**src/rtl/reg_file_pkg.sv**
```systemverilog
// reg_file_pkg
// Shared definitions for the parameterised register file: the INIT/RUN
// state type of the initialisation sequencer and the default parameter
// values used by every module of the block.
package reg_file_pkg;

    localparam int DEF_DATA_W   = 32;
    localparam int DEF_NUM_REGS = 15;
    localparam int DEF_ADDR_W   = 4;
    localparam int DEF_NUM_RD   = 2;

    typedef enum logic [0:0] {
        ST_INIT = 1'b0,
        ST_RUN  = 1'b1
    } state_e;

endpackage : reg_file_pkg

```
**src/rtl/reg_file_init_seq.sv**
```systemverilog
// reg_file_init_seq
// Initialisation sequencer for the register file. After reset it walks
// idx = 0 .. NUM_REGS-1, one register per cycle. It switches to RUN on the
// same edge that writes the last register.
// Ports:
//   clk      - clock, rising edge
//   rst      - synchronous active-high reset, restarts the walk at idx 0
//   init_we  - high while in INIT: the top writes reg[init_idx] = init_idx
//   init_idx - register currently being initialised
//   ready    - registered, high only in RUN
module reg_file_init_seq
    import reg_file_pkg::*;
#(
    parameter int NUM_REGS = DEF_NUM_REGS,
    parameter int ADDR_W   = DEF_ADDR_W
) (
    input  logic              clk,
    input  logic              rst,
    output logic              init_we,
    output logic [ADDR_W-1:0] init_idx,
    output logic              ready
);

    localparam logic [ADDR_W-1:0] LAST_IDX = ADDR_W'(NUM_REGS - 1);

    state_e            state_r;
    state_e            state_next_s;
    logic [ADDR_W-1:0] idx_r;
    logic [ADDR_W-1:0] idx_next_s;
    logic              ready_r;

    // Next-state and index computation for the INIT walk.
    always_comb begin
        state_next_s = state_r;
        idx_next_s   = idx_r;
        case (state_r)
            ST_INIT: begin
                if (idx_r == LAST_IDX) begin
                    state_next_s = ST_RUN;
                    idx_next_s   = '0;
                end else begin
                    state_next_s = ST_INIT;
                    idx_next_s   = idx_r + ADDR_W'(1);
                end
            end
            ST_RUN: begin
                state_next_s = ST_RUN;
                idx_next_s   = idx_r;
            end
            default: begin
                state_next_s = ST_INIT;
                idx_next_s   = '0;
            end
        endcase
    end

    // State, index and ready registers.
    // ready is registered from the next state, so it always equals (state == RUN).
    always_ff @(posedge clk) begin
        if (rst) begin
            state_r <= ST_INIT;
            idx_r   <= '0;
            ready_r <= 1'b0;
        end else begin
            state_r <= state_next_s;
            idx_r   <= idx_next_s;
            ready_r <= (state_next_s == ST_RUN);
        end
    end

    assign init_we  = (state_r == ST_INIT);
    assign init_idx = idx_r;
    assign ready    = ready_r;

endmodule : reg_file_init_seq

```
**src/rtl/reg_file_param.sv**
```systemverilog
// reg_file_param
// Parameterised register file with a pending (scoreboard) bit per register,
// NUM_RD independent combinational read ports, and write-through bypass.
// Contents are established by a self-running INIT sequence after reset,
// which loads reg[i] = i. There is no other reset of the array.
// Ports:
//   clk        - clock, rising edge
//   rst        - synchronous active-high reset (restarts INIT)
//   rd_addr    - NUM_RD read addresses, port k at slice k
//   rd_data    - NUM_RD read data words (combinational, 0 during INIT)
//   rd_pending - per-port pending flag of the addressed register
//   wr_en      - writeback enable
//   wr_addr    - writeback destination
//   wr_data    - writeback value
//   issue_en   - mark issue_addr pending
//   issue_addr - register to mark pending
//   ready      - high once INIT has completed
module reg_file_param
    import reg_file_pkg::*;
#(
    parameter int DATA_W   = DEF_DATA_W,
    parameter int NUM_REGS = DEF_NUM_REGS,
    parameter int ADDR_W   = DEF_ADDR_W,
    parameter int NUM_RD   = DEF_NUM_RD
) (
    input  logic                     clk,
    input  logic                     rst,
    input  logic [NUM_RD*ADDR_W-1:0] rd_addr,
    output logic [NUM_RD*DATA_W-1:0] rd_data,
    output logic [NUM_RD-1:0]        rd_pending,
    input  logic                     wr_en,
    input  logic [ADDR_W-1:0]        wr_addr,
    input  logic [DATA_W-1:0]        wr_data,
    input  logic                     issue_en,
    input  logic [ADDR_W-1:0]        issue_addr,
    output logic                     ready
);

    // One extra bit so that NUM_REGS == 2**ADDR_W is still representable.
    localparam logic [ADDR_W:0] NUM_REGS_W = (ADDR_W + 1)'(NUM_REGS);

    logic [DATA_W-1:0]   mem_r [NUM_REGS];
    logic [NUM_REGS-1:0] pending_r;

    logic                init_we_s;
    logic [ADDR_W-1:0]   init_idx_s;
    logic                ready_s;
    logic [DATA_W-1:0]   init_val_s;
    logic                init_s;
    logic                run_s;

    function automatic logic in_range(input logic [ADDR_W-1:0] addr);
        return ({1'b0, addr} < NUM_REGS_W);
    endfunction

    reg_file_init_seq #(
        .NUM_REGS (NUM_REGS),
        .ADDR_W   (ADDR_W)
    ) u_init_seq (
        .clk      (clk),
        .rst      (rst),
        .init_we  (init_we_s),
        .init_idx (init_idx_s),
        .ready    (ready_s)
    );

    // The init value is the index, zero-extended or truncated to DATA_W.
    if (DATA_W > ADDR_W) begin : g_init_ext
        assign init_val_s = {{(DATA_W - ADDR_W){1'b0}}, init_idx_s};
    end else if (DATA_W == ADDR_W) begin : g_init_eq
        assign init_val_s = init_idx_s;
    end else begin : g_init_trunc
        assign init_val_s = init_idx_s[DATA_W-1:0];
    end

    // An edge on which rst is high never commits INIT or RUN traffic.
    assign init_s = init_we_s & ~rst;
    assign run_s  = ready_s & ~rst;

    // Array and pending update.
    // The issue is applied after the writeback, so an issue wins on a collision.
    always_ff @(posedge clk) begin
        if (init_s) begin
            mem_r[init_idx_s]     <= init_val_s;
            pending_r[init_idx_s] <= 1'b0;
        end else if (run_s) begin
            if (wr_en && in_range(wr_addr)) begin
                mem_r[wr_addr]     <= wr_data;
                pending_r[wr_addr] <= 1'b0;
            end
            if (issue_en && in_range(issue_addr)) begin
                pending_r[issue_addr] <= 1'b1;
            end
        end
    end

    for (genvar k = 0; k < NUM_RD; k++) begin : g_rd
        logic [ADDR_W-1:0] addr_s;
        logic [DATA_W-1:0] data_s;
        logic              pend_s;

        assign addr_s = rd_addr[k*ADDR_W +: ADDR_W];

        // Read mux for port k: zero in INIT or out of range, otherwise bypass, otherwise array.
        always_comb begin
            data_s = '0;
            pend_s = 1'b0;
            if (!ready_s || !in_range(addr_s)) begin
                data_s = '0;
                pend_s = 1'b0;
            end else if (run_s && wr_en && (wr_addr == addr_s)) begin
                data_s = wr_data;
                pend_s = 1'b0;
            end else begin
                data_s = mem_r[addr_s];
                pend_s = pending_r[addr_s];
            end
        end

        assign rd_data[k*DATA_W +: DATA_W] = data_s;
        assign rd_pending[k]               = pend_s;
    end

    assign ready = ready_s;

endmodule : reg_file_param

```
**config.mk**
```make
export PLATFORM = sky130hd
export DESIGN_NAME = reg_file_param
export DESIGN_NICKNAME = d
export VERILOG_FILES = /design/src/rtl/reg_file_pkg.sv /design/src/rtl/reg_file_init_seq.sv /design/src/rtl/reg_file_param.sv
export SDC_FILE = /design/constraint.sdc
export NUM_CORES = 1
export LEC_CHECK = 0
export BUFFER_PORTS_ARGS = -buffer_cell sky130_fd_sc_hd__buf_4
export CORE_UTILIZATION = 35
export CTS_BUF_LIST = sky130_fd_sc_hd__clkbuf_2
export DETAILED_ROUTE_END_ITERATION = 7
export HOLD_SLACK_MARGIN = 0.06
export MAX_ROUTING_LAYER = met4
export SYNTH_ARGS = -nofsm -noshare
export SYNTH_HDL_FRONTEND = slang
export SYNTH_HIERARCHICAL = 1
export SYNTH_SLANG_ARGS = --single-unit
```
**constraint.sdc**
```tcl
create_clock -name clk -period 11.3 [get_ports clk]
set_input_delay 1.13 -clock clk [delete_from_list [all_inputs] [get_ports clk]]
set_output_delay 1.13 -clock clk [all_outputs]
set_load 0.05 [all_outputs]
```
---- Word level (Yosys, flattened, before mapping) ----
Memory sizes are Yosys's and may differ from the RTL's.
Cells that the tools add are included.
word-level totals
  flip-flop bits (word level) ............. 20
  word-level logic and storage cells ...... 81
  input port bits ......................... 52
  bits in writable memories ............... 480
  memories ................................ 1
operators by class
  $lt $le $gt $ge ......................... 12
  add/subtract/negate cells ............... 1
  muxes and demuxes ....................... 37
  bitwise gates (word level) .............. 9
  equality and inequality tests ........... 3
  reduce and logical (&&, ||, !) cells .... 15
memories
  name   depth  width  read ports  clocked after memory_dff  wr ports  RTL line              source
  mem_r  15     32     2           0                         1         reg_file_param.sv:42  logic [DATA_W-1:0] mem_r [NUM_REGS];
operator list
  cell                   number
  $mux W32               5
  $mux W15               6
  $reduce_or A32 Y1      1
  $and A15 B15 Y15       2
  $not A15 Y15           2
  $lt A4 B5 Y1 const B   5
  $mux W1                17
  $lt A4 B4 Y1 const B   4
  $or A15 B15 Y15        1
  $demux W1 S4           3
  $ge A4 B1 Y1 const B   3
  $mux W4                3
  $bmux W1 S4            2
  $eq A4 B4 Y1           2
  $logic_and A1 B1 Y1    8
  $add A4 B1 Y4 const B  1
  $eq A4 B4 Y1 const B   1
  $logic_not A1 Y1       3
  $and A1 B1 Y1          2
  $logic_or A1 B1 Y1     2
  $not A1 Y1             2
  $pmux W1 S2            1
  $reduce_bool A2 Y1     1

---- Longest topological paths before layout ----
  word-level depth ........................ 13
  mapped depth ............................ 9

---- Modules after synthesis ----
The synthesis kept the hierarchy.
modules (own cells, without submodules)
  module             cells each  area an instance (sq um)  instances
  reg_file_param     1596        25166.6                   1
  reg_file_init_seq  23          206.4                     1

---- Worst setup path before layout ----
No wires, ideal clock.
  path kind ............................... in2reg
  start point ............................. in wr_addr[3]
  end point ............................... mem mem_r[10][0] (netlist name), enable pin
  library setup time ...................... 0.461 ns
  path buffers ............................ 1
  setup slack ............................. 6.186 ns
  arrival time ............................ 4.653 ns
  cell stages on the path ................. 5
  path through ............................ buf_2 > and4_1 > or4b_1 > a221o_1 > nor3_1
between the ends
  cells in the longest elaborated chain, start to end .. 8
  elaborated cells on any way between the ends .. 9
RTL lines
  item                                          RTL line              source
  start, declared                               reg_file_param.sv:32  input logic [ADDR_W-1:0] wr_addr,
  $lt A4 B4 Y1                                  reg_file_param.sv:53  return ({1'b0, addr} < NUM_REGS_W);
  $logic_and A1 B1 Y1                           reg_file_param.sv:87  if (wr_en && in_range(wr_addr)) begin
  $mux W1                                       reg_file_param.sv:87
  $mux W1                                       reg_file_param.sv:86  end else if (run_s) begin
  $mux W1                                       reg_file_param.sv:83  if (init_s) begin
  $mux W1 (not written as such)                 reg_file_param.sv:88  mem_r[wr_addr] <= wr_data;
  $reduce_or A32 Y1 (no line)                   --
  $mux W4 (no line) or $mux W1 (tied branches)  --
  end, declared                                 reg_file_param.sv:42
Parallel ways exist; a longest one is shown, timed or not.

---- Worst setup path after layout ----
  start point ............................. reg u_init_seq.ready_r (netlist: u_init_seq/ready)
  end point ............................... out rd_data[5]
between the ends
  cells in the longest elaborated chain, start to end .. 5
  elaborated cells on any way between the ends .. 7
RTL lines
  item                              RTL line                 source
  start, declared                   reg_file_init_seq.sv:30  logic ready_r;
  start signal, assigned            reg_file_init_seq.sv:67  ready_r <= (state_next_s == ST_RUN);
  $and A1 B1 Y1                     reg_file_param.sv:78     assign run_s = ready_s & ~rst;
  $logic_and A1 B1 Y1 (2 in a row)  reg_file_param.sv:111    end else if (run_s && wr_en && (wr_addr == addr_s)) begin
  $mux W32                          reg_file_param.sv:111
  $mux W32 *                        reg_file_param.sv:108    if (!ready_s || !in_range(addr_s)) begin
  end, declared                     reg_file_param.sv:29     output logic [NUM_RD*DATA_W-1:0] rd_data,
Mark *: on every way between the ends. The rest lies on a longest branch, timed or not.

==> results.md <==
* IO Port Bufs at 118
* Final hold vios at 0
* Critical Path End Type: output port
* Initial Utilization at 0.354
* Yosys cell types at 59
* Synth Register Bits at 500
* Crit path to: rd_data[5]
* Mean Syn Cell Area at 15.7 um^2
* Pin count of the biggest net entering global routing at 75
* Drt wl/cell at 28.3 um
* Pre-Repair DR Iteration Count at 5
* First-pass GRT wire length at 116000 um
* Ys flop type: edfxtp_1
* Async SR Flop Fraction at 0
* Via density at 6.03
* GPL Wtd Cong at 0.924
* Count of flip-flops with a built-in enable after synthesis at 495
* Synthesized area at 0.0254 mm^2
* Critical Path RT at 10170 ps
* Chip height at 271 um
* Worst R2R Setup Slack at 7010 ps
* Die area at 0.0736 mm^2
* Part of the cycle the worst path needs at 0.533
* Initial DRC count at 1873
* All-Layer GR Usage at 0.223
* Final HPWL DP at 44800 um
* Detail Route Antenna Nets at 0
* CTS tree: built
* Maximum clock frequency at 166 MHz
* Outcome: finished, final reports clean
* Crit path kind: register to output port
* Clk root buf: clkbuf_2
* # IOs at 119
* Initial antenna violation count at 2
* Clock tree buffer depth at 3
* H-Tree Depth at 4
* Drt drc at 0
* Worst reg2reg path endpoint: mem_r[9][17]
* Worst Tran Pin Value at 1230 ps
* VDD IR-drop max at 0.0745 mV
* Crit-path max FO at 23
* Worst Path Arrival at 4900 ps
* P_sw at 0.958 mW
* Total grt overflow at 0
* Final setup fails at 0
* Clock Latency Late Sink at 1250 ps
* Setup TNS at 0 ps
* Inserted Clock Buffers at 132
* Most frequent cells in the layout: 495 x edfxtp_1, 181 x clkbuf_2, 170 x mux4_2
* Synth warnings at 6
* Synth Instances at 1619
* Core Util, Final at 0.396
* Syn Nets at 1671
* Sequential-to-total area share from yosys stat at 0.590
* Synth-to-Final Area Change at 11.9%
* Routed WL at 79700 um
* Worst-path clk slew at 100 ps
* Chip Width at 271 um
* Layout Nets at 1832
* Layout cell share with drive strength beyond 1 at 0.359
* Final min period at 6030 ps
* Reg-to-reg startpoint: u_init_seq/ready
* Reg power frac at 0.563
* Leak Pwr at 10.1 nW
* Via count at 17.0k
* HP Class: input port to register
* Leading cell type in the layout, fill and taps excluded: edfxtp_1
* Post-Route Skew at 105 ps
* Sw Share at 0.263
* Share of power burned in the clock network at 0.347
* Reg2Reg Depth at 8
* Comb power frac at 0.090
* Internal power at 2.68 mW
* RSZ-0062 raised after global routing: no
* Slew HR at 0.175
* Max-cap violations at 0
* Startpoint types: register
* CP startpoint: u_init_seq/ready
* Vias in the first global route at 17.2k
* Max Transition Viols Final at 0
* Cell Pwr Density at 128 mW/mm^2
* Total core area at 0.0716 mm^2
* Row Count at 98
* CTS sink cnt at 500
==> synth_stat cells, drive strengths merged, types with 5 or more instances <==
| master | count | area share |
|---|---|---|
| inv | 6 | 0.00089 |
| o211ai | 32 | 0.0095 |
| nand3 | 26 | 0.0051 |
| nand3b | 5 | 0.0016 |
| a221o | 22 | 0.0087 |
| clkbuf | 68 | 0.010 |
| a211oi | 33 | 0.0098 |
| a31oi | 33 | 0.013 |
| mux4 | 170 | 0.15 |
| or2 | 24 | 0.0059 |
| a22oi | 6 | 0.0018 |
| a21oi | 18 | 0.0036 |
| o21ai | 67 | 0.013 |
| a311oi | 6 | 0.0021 |
| dfxtp | 5 | 0.0039 |
| o32ai | 12 | 0.0044 |
| nand2 | 94 | 0.014 |
| buf | 72 | 0.018 |
| and2 | 29 | 0.0072 |
| mux2 | 70 | 0.031 |
| a32o | 27 | 0.011 |
| nor2 | 17 | 0.0025 |
| mux2i | 85 | 0.034 |
| o221ai | 13 | 0.0045 |
| o31ai | 28 | 0.0083 |
| nor2b | 41 | 0.010 |
| nand2b | 32 | 0.0079 |
| and3 | 16 | 0.0039 |
| nor3 | 24 | 0.0051 |
| o22ai | 7 | 0.0017 |
| edfxtp | 495 | 0.59 |
==> flip-flops by register name (all words and copies together) (netlist names) <==
name	cells
u_init_seq/ready	1
pending_r	15
u_init_seq/init_idx	4
mem_r	480
==> area by class of cell <==
type / instances / area [um^2]
clock inverter: 32 / 233
multi-input combinational: 971 / 9780
tap: 950 / 1190
fill: 6667 / 43200
antenna: 4 / 10.0
inverter: 8 / 30.0
timing repair buffer: 167 / 1270
sequential: 500 / 15000
clock buffer: 181 / 906
==> cells by family (layout without fill, tap and decap cells) <==
group	Yosys count	after routing	share of synthesized area
other	0	4	0
xor gates and xnor gates	8	8	0.00276
and+or+nand+nor	323	323	0.0681
buffers and inverters	148	388	0.0290
AOI/OAI and AO/OA	315	315	0.0948
DFF	500	500	0.590
muxes	325	325	0.215
==> timing repair <==
item,4_1_cts,5_1_grt
setup buffers,0,0
hold buffers,2,0
hold endpoints to repair,6,0
gates resized for setup,0,0
==> power groups by stage <==
stage	Combinational, mW	Clock [mW]	Sequential (mW)
2_1_floorplan	0.213	0	2.09
3_3_place_gp	0.323	0	2.09
3_5_place_dp	0.324	0	2.09
4_1_cts	0.326	1.29	2.05
5_1_grt	0.344	1.38	2.05
6_report	0.327	1.26	2.05
==> stage by stage <==
stage | setup slack (ps) | cell area, um^2 | power [mW] | cells | hold slack (ps)
floorplan | 6190 | 25400 | 2.30 | 1619 | 493
global placement | 5650 | 27200 | 2.41 | 2594 | 637
detailed placement | 5630 | 27200 | 2.42 | 2594 | 607
CTS | 5190 | 28400 | 3.66 | 2809 | 152
global route | 4940 | 28400 | 3.78 | 2813 | 163
finish | 5270 | 28400 | 3.64 | 2813 | 354
==> worst max-delay path: stages (launching register included) <==
cell	delay, ps
dfxtp_1	650
nand3b_2	420
or4_1	580
buf_4	300
or2_2	630
buf_4	390
o32ai_1	330
buf_4	300
==> worst min path at each step <==
| stage | cells after the start | startpoint | slack [ps] | endpoint |
|---|---|---|---|---|
| 2_1_floorplan | 2 | u_init_seq/init_idx[1] | 490 | u_init_seq/init_idx[1] |
| 3_3_place_gp | 1 | pending_r[5] | 640 | pending_r[5] |
| 3_5_place_dp | 1 | pending_r[5] | 610 | pending_r[5] |
| 4_1_cts | 3 | issue_addr[2] | 150 | pending_r[7] |
| 5_1_grt | 3 | issue_addr[2] | 160 | pending_r[7] |
| 6_report | 3 | issue_addr[2] | 350 | pending_r[7] |
==> routing by layer <==
layer  vias to the layer above  track usage  part of all wire
met5                         -            -                 0
li1                       7081            -                 -
met3                       163       0.0582             0.095
met4                         0       0.0905             0.035
met1                      8694        0.288              0.40
met2                      1018        0.334              0.47
Note: power is estimated with default switching activity, not from simulation.
